--- src/rtl/control_unit.sv ---
// control_unit: instruction sequencer for the tiny16 core.
// Fetches a 16-bit instruction from memory at PC (gpr[0]), decodes it and drives
// the register-file selects/strobes, the memory strobes and the ALU op.
//
// Ports
//   clk, rst           clock (rising edge), asynchronous active-high reset
//   run                start/restart pulse, only honoured while stopped
//   mem_addr/rd/wr     memory request; strobes held until mem_ready
//   mem_wdata          store data (register dst operand)
//   mem_rdata/ready    memory response; mem_ready completes the access this cycle
//   reg_src_sel/dst    register file read selects
//   reg_in_en/reg_in   register file write strobe and data
//   reg_pc_inc         one-cycle PC increment strobe
//   reg_src/reg_dst    register file read data
//   alu_op/alu_result  ALU function (ir[2:0]) and its combinational result
//   halted             high while stopped
//   bus_err            sticky memory-timeout flag, cleared by run
//
// Strobes and selects are decoded from the registered state in the same cycle
// (mem_ready completes accesses combinationally), so an asynchronous reset
// drops them immediately.
module control_unit #(
  parameter int unsigned TIMEOUT = 8,
  parameter logic [3:0]  HLT_OP  = 4'hF
) (
  input  logic        clk,
  input  logic        rst,
  input  logic        run,
  output logic [15:0] mem_addr,
  output logic        mem_rd,
  output logic        mem_wr,
  output logic [15:0] mem_wdata,
  input  logic [15:0] mem_rdata,
  input  logic        mem_ready,
  output logic [2:0]  reg_src_sel,
  output logic [2:0]  reg_dst_sel,
  output logic        reg_in_en,
  output logic [15:0] reg_in,
  output logic        reg_pc_inc,
  input  logic [15:0] reg_src,
  input  logic [15:0] reg_dst,
  output logic [2:0]  alu_op,
  input  logic [15:0] alu_result,
  output logic        halted,
  output logic        bus_err
);

  localparam int unsigned CNT_W = (TIMEOUT > 1) ? $clog2(TIMEOUT) : 1;
  localparam logic [CNT_W-1:0] CNT_LAST = CNT_W'(TIMEOUT - 1);

  localparam logic [3:0] OP_MOV = 4'h1;
  localparam logic [3:0] OP_LDI = 4'h2;
  localparam logic [3:0] OP_ALU = 4'h3;
  localparam logic [3:0] OP_LD  = 4'h4;
  localparam logic [3:0] OP_ST  = 4'h5;
  localparam logic [3:0] OP_JMP = 4'h6;

  typedef enum logic [2:0] {
    S_STOP   = 3'd0,
    S_FETCH  = 3'd1,
    S_DECODE = 3'd2,
    S_EXEC   = 3'd3,
    S_MEM    = 3'd4
  } state_t;

  state_t           state_q, state_d;
  logic [15:0]      ir_q, ir_d;
  logic [CNT_W-1:0] cnt_q, cnt_d;
  logic             bus_err_q, bus_err_d;

  logic [3:0] op;
  logic [2:0] rd;
  logic [2:0] rs;
  logic [8:0] imm9;

  assign op      = ir_q[15:12];
  assign rd      = ir_q[11:9];
  assign rs      = ir_q[8:6];
  assign imm9    = ir_q[8:0];
  assign alu_op  = ir_q[2:0];
  assign bus_err = bus_err_q;

  // State, instruction, wait counter and error flag registers.
  always_ff @(posedge clk or posedge rst) begin
    if (rst) begin
      state_q   <= S_STOP;
      ir_q      <= '0;
      cnt_q     <= '0;
      bus_err_q <= 1'b0;
    end else begin
      state_q   <= state_d;
      ir_q      <= ir_d;
      cnt_q     <= cnt_d;
      bus_err_q <= bus_err_d;
    end
  end

  // Next-state and output decode.
  always_comb begin
    state_d     = state_q;
    ir_d        = ir_q;
    cnt_d       = cnt_q;
    bus_err_d   = bus_err_q;
    mem_addr    = '0;
    mem_rd      = 1'b0;
    mem_wr      = 1'b0;
    mem_wdata   = '0;
    reg_src_sel = '0;
    reg_dst_sel = '0;
    reg_in_en   = 1'b0;
    reg_in      = '0;
    reg_pc_inc  = 1'b0;
    halted      = 1'b0;

    case (state_q)
      S_STOP: begin
        halted = 1'b1;
        if (run) begin
          state_d   = S_FETCH;
          bus_err_d = 1'b0;
          cnt_d     = '0;
        end
      end

      S_FETCH: begin
        // src select 0 reads PC onto reg_src
        mem_addr = reg_src;
        mem_rd   = 1'b1;
        if (mem_ready) begin
          ir_d       = mem_rdata;
          reg_pc_inc = 1'b1;
          state_d    = S_DECODE;
        end else if (cnt_q == CNT_LAST) begin
          bus_err_d = 1'b1;
          state_d   = S_STOP;
        end else begin
          cnt_d = cnt_q + CNT_W'(1);
        end
      end

      S_DECODE: begin
        reg_src_sel = rs;
        reg_dst_sel = rd;
        if (op == HLT_OP) begin
          state_d = S_STOP;
        end else if (op == OP_LD || op == OP_ST) begin
          state_d = S_MEM;
          cnt_d   = '0;
        end else begin
          state_d = S_EXEC;
        end
      end

      S_EXEC: begin
        reg_src_sel = rs;
        reg_dst_sel = rd;
        case (op)
          OP_MOV: begin
            reg_in_en = 1'b1;
            reg_in    = reg_src;
          end
          OP_LDI: begin
            reg_in_en = 1'b1;
            reg_in    = {7'b0, imm9};
          end
          OP_ALU: begin
            reg_in_en = 1'b1;
            reg_in    = alu_result;
          end
          OP_JMP: begin
            // jump is a write of rs into gpr0
            reg_dst_sel = 3'd0;
            reg_in_en   = 1'b1;
            reg_in      = reg_src;
          end
          default: ;
        endcase
        state_d = S_FETCH;
        cnt_d   = '0;
      end

      S_MEM: begin
        reg_src_sel = rs;
        reg_dst_sel = rd;
        mem_addr    = reg_src;
        if (op == OP_LD) begin
          mem_rd = 1'b1;
          if (mem_ready) begin
            reg_in_en = 1'b1;
            reg_in    = mem_rdata;
          end
        end else begin
          mem_wr    = 1'b1;
          mem_wdata = reg_dst;
        end
        if (mem_ready) begin
          state_d = S_FETCH;
          cnt_d   = '0;
        end else if (cnt_q == CNT_LAST) begin
          bus_err_d = 1'b1;
          state_d   = S_STOP;
        end else begin
          cnt_d = cnt_q + CNT_W'(1);
        end
      end

      default: begin
        state_d = S_STOP;
      end
    endcase
  end

endmodule

--- config.mk ---
export PLATFORM = sky130hd
export DESIGN_NAME = control_unit
export DESIGN_NICKNAME = d
export VERILOG_FILES = /design/src/rtl/control_unit.sv
export SDC_FILE = /design/constraint.sdc
export NUM_CORES = 1
export LEC_CHECK = 0
export BUFFER_PORTS_ARGS = -buffer_cell sky130_fd_sc_hd__buf_4
export CORE_MARGIN = 2
export CORE_UTILIZATION = 41
export DETAILED_ROUTE_END_ITERATION = 12
export GPL_TIMING_DRIVEN = 0
export HOLD_SLACK_MARGIN = 0.1
export PLACE_DENSITY = 0.81
export REMOVE_ABC_BUFFERS = 1
export SETUP_SLACK_MARGIN = 0.5
export SYNTH_ARGS = -nofsm -noshare
export SYNTH_HDL_FRONTEND = slang
export SYNTH_SLANG_ARGS = --single-unit
--- constraint.sdc ---
create_clock -name clk -period 1.93 [get_ports clk]
set_input_delay 0.193 -clock clk [delete_from_list [all_inputs] [get_ports clk]]
set_output_delay 0.193 -clock clk [all_outputs]
set_load 0.02 [all_outputs]
==> results.cfg, run 1 <==
[status]
status = finished, violations left
violations = setup timing

[routing]
first_iter_violations = 319
routedWlPerCell_um = 22.9
drt-pass1-iter-count = 6
num_vias = 2460
via_per_inst = 6.26
drc = 0
wl_um = 9000
final_antenna_net_count = 0

[clock_tree]
clock_latency_ns = 0.28
cts.reportedPaths.clkPinSlew_ns = 0.10
cts_htree_levels = 1
cts_buffers = 3
cts_hold_buf = 0
clk_path_buf_depth = 2
clock-root-buffer = clkbuf_8
cts.sinks = 23
cts_tree = built

[place]
portBuffers = 130
placed_area_mm2 = 0.00273
hpwl_um = 4290
place.gp.congestion = 0.758
dp_slack_ns = -0.408
dp_cells = 356

[sta]
setup_viol = 38
tightestPinTransition_ns = 0.944
relSlewSlack_pct = 37.0
skew_ns = 0.0118
setup_ws_ns = -0.265
grt_setup_unrepaired = true
max_freq_mhz = 455
hold_slack_ns = 0.119
finalHoldViolCount = 0
setup-tns-final_ns = -6.81
fin_crit_sh_pct = 114
slew_viol_final = 0
layout_min_cycle_time_ns = 2.20

[die]
row_count = 24
dieArea_mm2 = 0.00499
initial_core_util_pct = 42.1
core-area_mm2 = 0.00432
die_w_um = 70.7
ios = 131
die_h_um = 70.7

[synthesis]
ys_top_cells_by_area = dfrtp_1 32%, and2_1 11%, mux2_2 11%
synth_cell_types = 35
yosys.area.top_type = dfrtp_1
synthCells = 196
netlist_area_mm2 = 0.00182
synth_top_area_share_pct = 31.6
yosysWarnings = 0
syn_avg_cell_area_um2 = 9.29
yosysSeqAreaShare_pct = 31.6
ys_ff_latch = 23

[worst_setup_path]
critPathCaptureType = primary output
r2r_slack_ns = 0
cp.arrival_ns = 2.00
path_max_fanout = 8
crit_path_start_kind = register
worstPathRequired_ns = 1.74
r2r.worst_path.cells = 7
timing_worst_setup_path_type = register to primary output

[finish]
fin_util_pct = 87.0
ff_latch_area_um2 = 584
nFillCells = 209
post-route-cell-area_mm2 = 0.00376
final_cells = 393
multi_input_area_mm2 = 0.00161
area_growth_pct = 106
diodes = 0
nNetsFinal = 411
drive_above_1_share_pct = 76.0

[worst_hold_path]
hp-class = input port to asynchronous set/reset pin

[run]
maxCapViolCount = 0

[global_routing]
antenna_found_initial = 0
grt_pass1_wl_um = 12000
grt_overflow_total = 0
grt_use_total_pct = 30.0
first_global_vias = 2416
grt_max_degree = 24

[power_and_ir_drop]
p_comb_share_pct = 73.8
switching_share_pct = 44.3
fin_total_pwr_mw = 5.19
leakage_nw = 1.73
seqPwrFrac_pct = 19.9
power_density_mw_per_mm2 = 1380
pwr-share-clk_pct = 6.3
switching_power_mw = 2.30
peakVddDrop_uv = 1070
internal_power_mw = 2.89
## timing repair
item                       CTS  global route
pin swaps                   31            25
cloned                       5             0
setup endpoints to repair   79            81
resized for setup          102            74
setup buffers               20             8
## registers in the layout, indices dropped and copies added, names as in the netlist
name     flops
ir_q        16
state_q      3
cnt_q        3
bus_err      1
## cell usage after synthesis
cell type / number
nor2b_1: 9
and2_1: 32
nand2b_1: 2
a31oi_1: 2
o2bb2ai_1: 16
nor4b_1: 2
or3_1: 1
or2_1: 1
nor4bb_1: 2
nor3_1: 2
nand3_1: 2
a2bb2oi_1: 1
or4_1: 1
ha_1: 1
nand2_1: 7
o311a_1: 1
inv_1: 2
nor2_1: 10
buf_6: 4
and4b_1: 1
a21oi_1: 10
o211ai_1: 1
mux2_2: 17
and3_1: 3
o21ai_0: 3
clkbuf_1: 3
nor4b_2: 2
a22oi_1: 8
a211oi_1: 1
a222oi_1: 9
buf_2: 7
dfrtp_1: 23
a22o_1: 1
inv_2: 1
buf_4: 8
## critical path, stage by stage (launching register included)
cell and delay [ns]:
dfrtp_2 0.50, nor4bb_4 0.20, or2_4 0.30, a222oi_1 0.46, o2bb2ai_2 0.10, buf_6 0.14
## path summary, 6_finish.rpt
path | from | to
worst max-delay path | ir_q[13] | reg_in[4]
worst min-delay path | rst | ir_q[13]
worst max register to register | ir_q[13] | cnt_q[0]
worst min register to register | ir_q[11] | ir_q[11]
max in group asynchronous | rst | state_q[1]
min in group clk | mem_rdata[5] | ir_q[5]
## power by group through the flow
stage,Clock (mW),Combinational [mW],Sequential (mW)
6_report,0.327,3.83,1.03
5_1_grt,0.340,3.95,1.06
3_3_place_gp,0,1.97,0.963
3_5_place_dp,0,2.04,0.994
2_1_floorplan,0,1.25,0.951
4_1_cts,0.309,3.16,0.960
## per-layer routing
metal	vias to the layer above	global-route usage, %	routed length (um)
met3	32	7.26	909
met1	1207	35.3	3170
met4	0	10.7	341
met2	193	53.5	4580
li1	1028	-	-
met5	-	0	0
## cell families (layout without fill, tap and decap cells)
logic type / Yosys count / after routing / share of synthesized area [%]
DFF: 23 / 23 / 31.6
AOI/OAI and AO/OA: 53 / 53 / 22.5
buffers and inverters: 25 / 165 / 8.93
muxes: 17 / 17 / 10.5
and+or+nand+nor: 77 / 82 / 25.8
adders and majority gates: 1 / 1 / 0.687
## layout by cell type (no fill, tap or decap), types with 2 or more instances in the layout
cell type,n
nand2b_4,2
and2_4,23
dfrtp_2,7
a22oi_1,8
nor2_1,8
a222oi_1,9
nor2b_2,2
buf_6,48
nor2_4,2
o2bb2ai_1,4
buf_12,6
or2_4,2
nand2_1,6
dfrtp_1,16
and2_1,9
nor4b_4,4
nor3_4,3
a21oi_1,2
or4_4,3
a21oi_4,5
o2bb2ai_2,12
nor2b_1,6
buf_4,103
a21oi_2,3
mux2_4,16
nor4bb_4,2
inv_1,2
and3_4,4
clkbuf_8,3
nand3_1,2
## cell type report
cell class / instances / area share (%)
multi-input cells: 153 / 42.7
repair buffers: 158 / 38.5
flip-flops and latches: 23 / 15.5
well taps: 52 / 1.73
clock buffers: 3 / 1.10
inverters: 3 / 0.299
clock inverters: 1 / 0.133
Power figures use the tool's default switching activity.
==> inputs of run 2 (changes only) <==
CORE_UTILIZATION = 44   (was 41)
PLACE_DENSITY = 0.86   (was 0.81)
clock period = 2.8 ns   (was 1.93 ns; I/O delays follow)
==> run 2 against run 1 <==
Net effect: sequential power decreased by 31%; critical path depth did not move; the run now ends clean; global-route usage is 5.9 points lower; die area down 6.4%; register-to-register slack gained 1.0 ns.
==> results.cfg, run 2 (synthesis gave the netlist of run 1 again) <==
[finish]
nFillCells = 346
reg_top3 = ir_q (16), cnt_q (3), state_q (3)
final_cells = 362
area_growth_pct = 56.9
fin_util_pct = 71.4
layout_common_cells = 133 x buf_4, 32 x and2_1, 17 x mux2_2
nNetsFinal = 382
diodes = 0
largest-register = ir_q
largest_reg_flops = 16
drive_above_1_share_pct = 55.8
mostFrequentLayoutCell = buf_4

[routing]
first_iter_violations = 94
final_antenna_net_count = 0
drc = 0
num_vias = 2029
drt-pass1-iter-count = 4
wl_um = 5690
via_per_inst = 5.60
routedWlPerCell_um = 15.7

[power_and_ir_drop]
internal_power_mw = 1.33
switching_power_mw = 1.07
pwr-share-clk_pct = 8.9
power_density_mw_per_mm2 = 838
seqPwrFrac_pct = 29.6
p_comb_share_pct = 61.5
switching_share_pct = 44.7
peakVddDrop_uv = 462
leakage_nw = 1.34

[sta]
grt_setup_unrepaired = true
layout_min_cycle_time_ns = 2.32
fin_crit_sh_pct = 82.8
tightestPinTransition_ns = 0.895
setup_viol = 0
max_freq_mhz = 432
slew_viol_final = 0
setup_ws_ns = 0.483
relSlewSlack_pct = 40.2
skew_ns = 0.00117
finalHoldViolCount = 0

[die]
die_w_um = 68.3
row_count = 23
initial_core_util_pct = 45.5
ios = 131
core-area_mm2 = 0.00400
die_h_um = 68.3
dieArea_mm2 = 0.00467

[global_routing]
first_global_vias = 1872
grt_overflow_total = 0
met1_usage_pct = 27.9
grt_use_met2_pct = 44.4
grt_max_degree = 24
grt_use_total_pct = 24.2
grt-busiest-layer = met2
grt_pass1_wl_um = 8510
antenna_found_initial = 0
use_met3_pct = 5.26

[place]
hpwl_um = 4320
dp_slack_ns = 0.399
place.gp.congestion = 0.755
dp_cells = 354
portBuffers = 130

[clock_tree]
cts_tree = built
cts.sinks = 23
cts.reportedPaths.clkPinSlew_ns = 0.09
clock-root-buffer = clkbuf_8
cts_hold_buf = 0
clk_path_buf_depth = 2
cts_buffers = 3
cts_htree_levels = 1
clock_latency_ns = 0.27

[worst_setup_path]
critPathCaptureType = primary output
worstPathRequired_ns = 2.52
cp.arrival_ns = 2.04
timing_worst_setup_path_type = register to primary output
path_max_fanout = 10
setup.worst_path.start = ir_q[15]
r2r-start = state_q[0]
crit_path_start_kind = register

[status]
status = finished, final reports clean

[run]
maxCapViolCount = 0

[worst_hold_path]
hp-class = input port to asynchronous set/reset pin
==> run 2: final timing paths <==
| kind | cells after the start | to | slack, ns |
|---|---|---|---|
| worst max-delay path | 5 | reg_in[0] | 0.48 |
| worst min-delay path | 2 | cnt_q[0] | 0.20 |
| worst max register to register | 3 | ir_q[11] | 1.04 |
| worst min register to register | 1 | ir_q[10] | 0.52 |
| max in group asynchronous | 2 | ir_q[12] | 1.99 |
| min in group clk | 2 | bus_err | 0.20 |
==> run 2: power groups by stage <==
stage               sequential [mW]  combinational (mW)  clock (mW)
global route                  0.742                1.58       0.229
finish                        0.710                1.47       0.213
floorplan                     0.656               0.859           0
global placement              0.666                1.35           0
detailed placement            0.683                1.40           0
CTS                           0.692                1.45       0.216
==> run 2: per-stage QoR <==
| step | TNS, ns | instance area, um^2 | total power [mW] | hold WS [ns] |
|---|---|---|---|---|
| 2_1_floorplan | 0 | 1670 | 1.51 | 0.282 |
| 3_3_place_gp | -10.02 | 2710 | 2.02 | 0.480 |
| 3_5_place_dp | 0 | 2720 | 2.09 | 0.484 |
| 4_1_cts | 0 | 2820 | 2.36 | 0.193 |
| 5_1_grt | 0 | 2860 | 2.56 | 0.199 |
| 6_report | 0 | 2860 | 2.40 | 0.195 |
==> run 2: metal layers <==
| layer | part of all wire (%) | vias to the layer above |
|---|---|---|
| met1 | 38 | 955 |
| met2 | 50 | 106 |
| met4 | 1.2 | 0 |
| li1 | - | 962 |
| met5 | 0 | - |
| met3 | 10 | 6 |
==> run 2: cell type report <==
class	instances	area, um^2	area share [%]
Sequential cell	23	584	20.4
Clock buffer	3	41.3	1.44
Timing Repair Buffer	133	998	34.9
Tap cell	50	62.6	2.19
Multi-Input combinational cell	149	1150	40.4
Inverter	3	11.3	0.394
Clock inverter	1	5.00	0.175
==> run 2: what timing repair did <==
action                                  CTS  global route
pin swaps                                 2             2
endpoints found under the setup margin   51            49
gates resized for setup                  12             8
buffers inserted                          2             1
gates cloned                              0             1
==> run 2: worst max-delay path, stage by stage, from the launching register on <==
cell,delay (ns)
dfrtp_2,0.51
nor4b_1,0.47
or2_4,0.26
a222oi_1,0.11
o2bb2ai_1,0.23
buf_4,0.18
==> inputs of run 3 (changes only) <==
CORE_UTILIZATION = 37   (was 44)
PLACE_DENSITY = 0.77   (was 0.86)
clock period = 2 ns   (was 2.8 ns; I/O delays follow)
==> run 3 against run 2 <==
Net effect: the run now ends with setup timing left; clock skew increased by 0.013 ns; sequential power grew 34%; die area rose by 18%; critical path type unchanged.
==> results.cfg, run 3 (synthesis gave the netlist of run 1 again) <==
[status]
status = finished, violations left
violations = setup timing

[worst_setup_path]
r2r.worst_path.cells = 7
r2r-start = state_q[2]
worstPathRequired_ns = 1.80
crit_buf_inv = 2
path_max_fanout = 8
r2r_slack_ns = 0.20
critPathCaptureType = primary output
cpLargestDelayFamily = simple AND/OR/NAND/NOR gates
worstReg2RegEnd = cnt_q[0]
worstPathCellList = buf_4, o21ai_2, or4_4, o2bb2ai_2, buf_6
cpPeakStageDelay_ns = 0.55
cp.arrival_ns = 1.97
crit_path_start_kind = register
crit_end = reg_in[1]
setup.worst_path.start = ir_q[12]
timing_worst_setup_path_type = register to primary output
path_depth = 5
worst_path_max_delay_cell = or4_4

[die]
dieArea_mm2 = 0.00550
initial_core_util_pct = 38.6
row_count = 25
die_h_um = 74.2
core-area_mm2 = 0.00472
ios = 131
die_w_um = 74.2

[routing]
first_iter_violations = 184
drc = 0
routedWlPerCell_um = 20.8
drt-pass1-iter-count = 6
final_antenna_net_count = 0
via_per_inst = 5.80
num_vias = 2472
wl_um = 8880

[sta]
tightestPinTransition_ns = 0.913
skew_ns = 0.0147
setup_ws_ns = -0.174
setup-tns-final_ns = -3.91
relSlewSlack_pct = 39.1
fin_crit_sh_pct = 109
layout_min_cycle_time_ns = 2.17
setup_viol = 37
grt_setup_unrepaired = true
slew_viol_final = 0
max_freq_mhz = 460
finalHoldViolCount = 0

[clock_tree]
cts.sinks = 23
clk_path_buf_depth = 2
clock_latency_ns = 0.28
cts.reportedPaths.clkPinSlew_ns = 0.10
cts_buffers = 3
cts_htree_levels = 1
cts_tree = built
clock-root-buffer = clkbuf_8
cts_hold_buf = 0

[global_routing]
first_global_vias = 2355
grt_use_total_pct = 27.6
antenna_found_initial = 0
grt_overflow_total = 0
grt_max_degree = 24
grt_pass1_wl_um = 11600

[place]
portBuffers = 130
place.gp.congestion = 0.861
hpwl_um = 4330

[finish]
diodes = 0
nNetsFinal = 429
nFillCells = 260
largest-register = ir_q
largest_reg_flops = 16
area_growth_pct = 116
layout_common_cells = 107 x buf_4, 58 x buf_6, 21 x and2_4
drive_above_1_share_pct = 76.6
mostFrequentLayoutCell = buf_4
reg_top3 = ir_q (16), cnt_q (3), state_q (3)

[worst_hold_path]
hp-class = input port to asynchronous set/reset pin

[run]
maxCapViolCount = 0

[power_and_ir_drop]
fin_total_pwr_mw = 5.23
peakVddDrop_uv = 917
power_density_mw_per_mm2 = 1330
leakage_nw = 1.81
==> run 3: cell count changes in the layout (fill, tap and decap cells not counted), sizes merged <==
cell,change
and3,+1
clkinvlp,+1
nor3,+2
clkinv,-1
or4,+2
buf,+42
==> run 3: area by class of cell <==
class	count	area (um^2)	share of cell area (%)
repair buffers	175	1630	41.4
multi-input cells	154	1580	40.1
flip-flops and latches	23	584	14.9
well taps	67	83.8	2.13
clock buffers	3	41.3	1.05
inverters	3	11.3	0.287
clock inverters	1	7.51	0.191
==> run 3: where the power goes <==
group          total (mW)  leakage, nW  switching (mW)  internal (mW)
sequential          0.950        0.272           0.261          0.689
clock               0.313       0.0217           0.171          0.141
combinational        3.96         1.51            1.81           2.16
==> run 3: worst min-delay path by stage <==
stage / startpoint / slack [ns] / cells past startpoint / to
2_1_floorplan: rst / 0.20 / 1 / bus_err
6_report: rst / 0.12 / 2 / ir_q[10]
3_5_place_dp: run / 0.39 / 2 / bus_err
4_1_cts: run / 0.11 / 2 / bus_err
3_3_place_gp: run / 0.40 / 2 / bus_err
5_1_grt: run / 0.12 / 2 / bus_err
==> run 3: what timing repair did <==
action | CTS | global route
endpoints found under the setup margin | 79 | 80
resized for setup | 113 | 70
gates cloned | 4 | 2
pin swaps | 30 | 32
buffers inserted | 33 | 12
==> run 3: per-layer routing <==
layer	wire (um)	vias up	GRT usage, %
li1	-	1068	-
met1	3080	1194	31.9
met2	4540	180	49.5
met3	946	30	5.56
met4	308	0	11.3
met5	0	-	0
==> run 3: per-stage QoR <==
step,worst slack (ns),util (%),cell area (um^2),std cells,hold WS (ns)
floorplan,-0.560,-,1670,174,0.202
finish,-0.174,83.2,3930,426,0.118
global placement,-1.42,57.8,2730,371,0.398
detailed placement,-0.376,58.1,2750,371,0.394
CTS,-0.0641,75.2,3550,412,0.114
global route,-0.213,83.2,3930,426,0.121
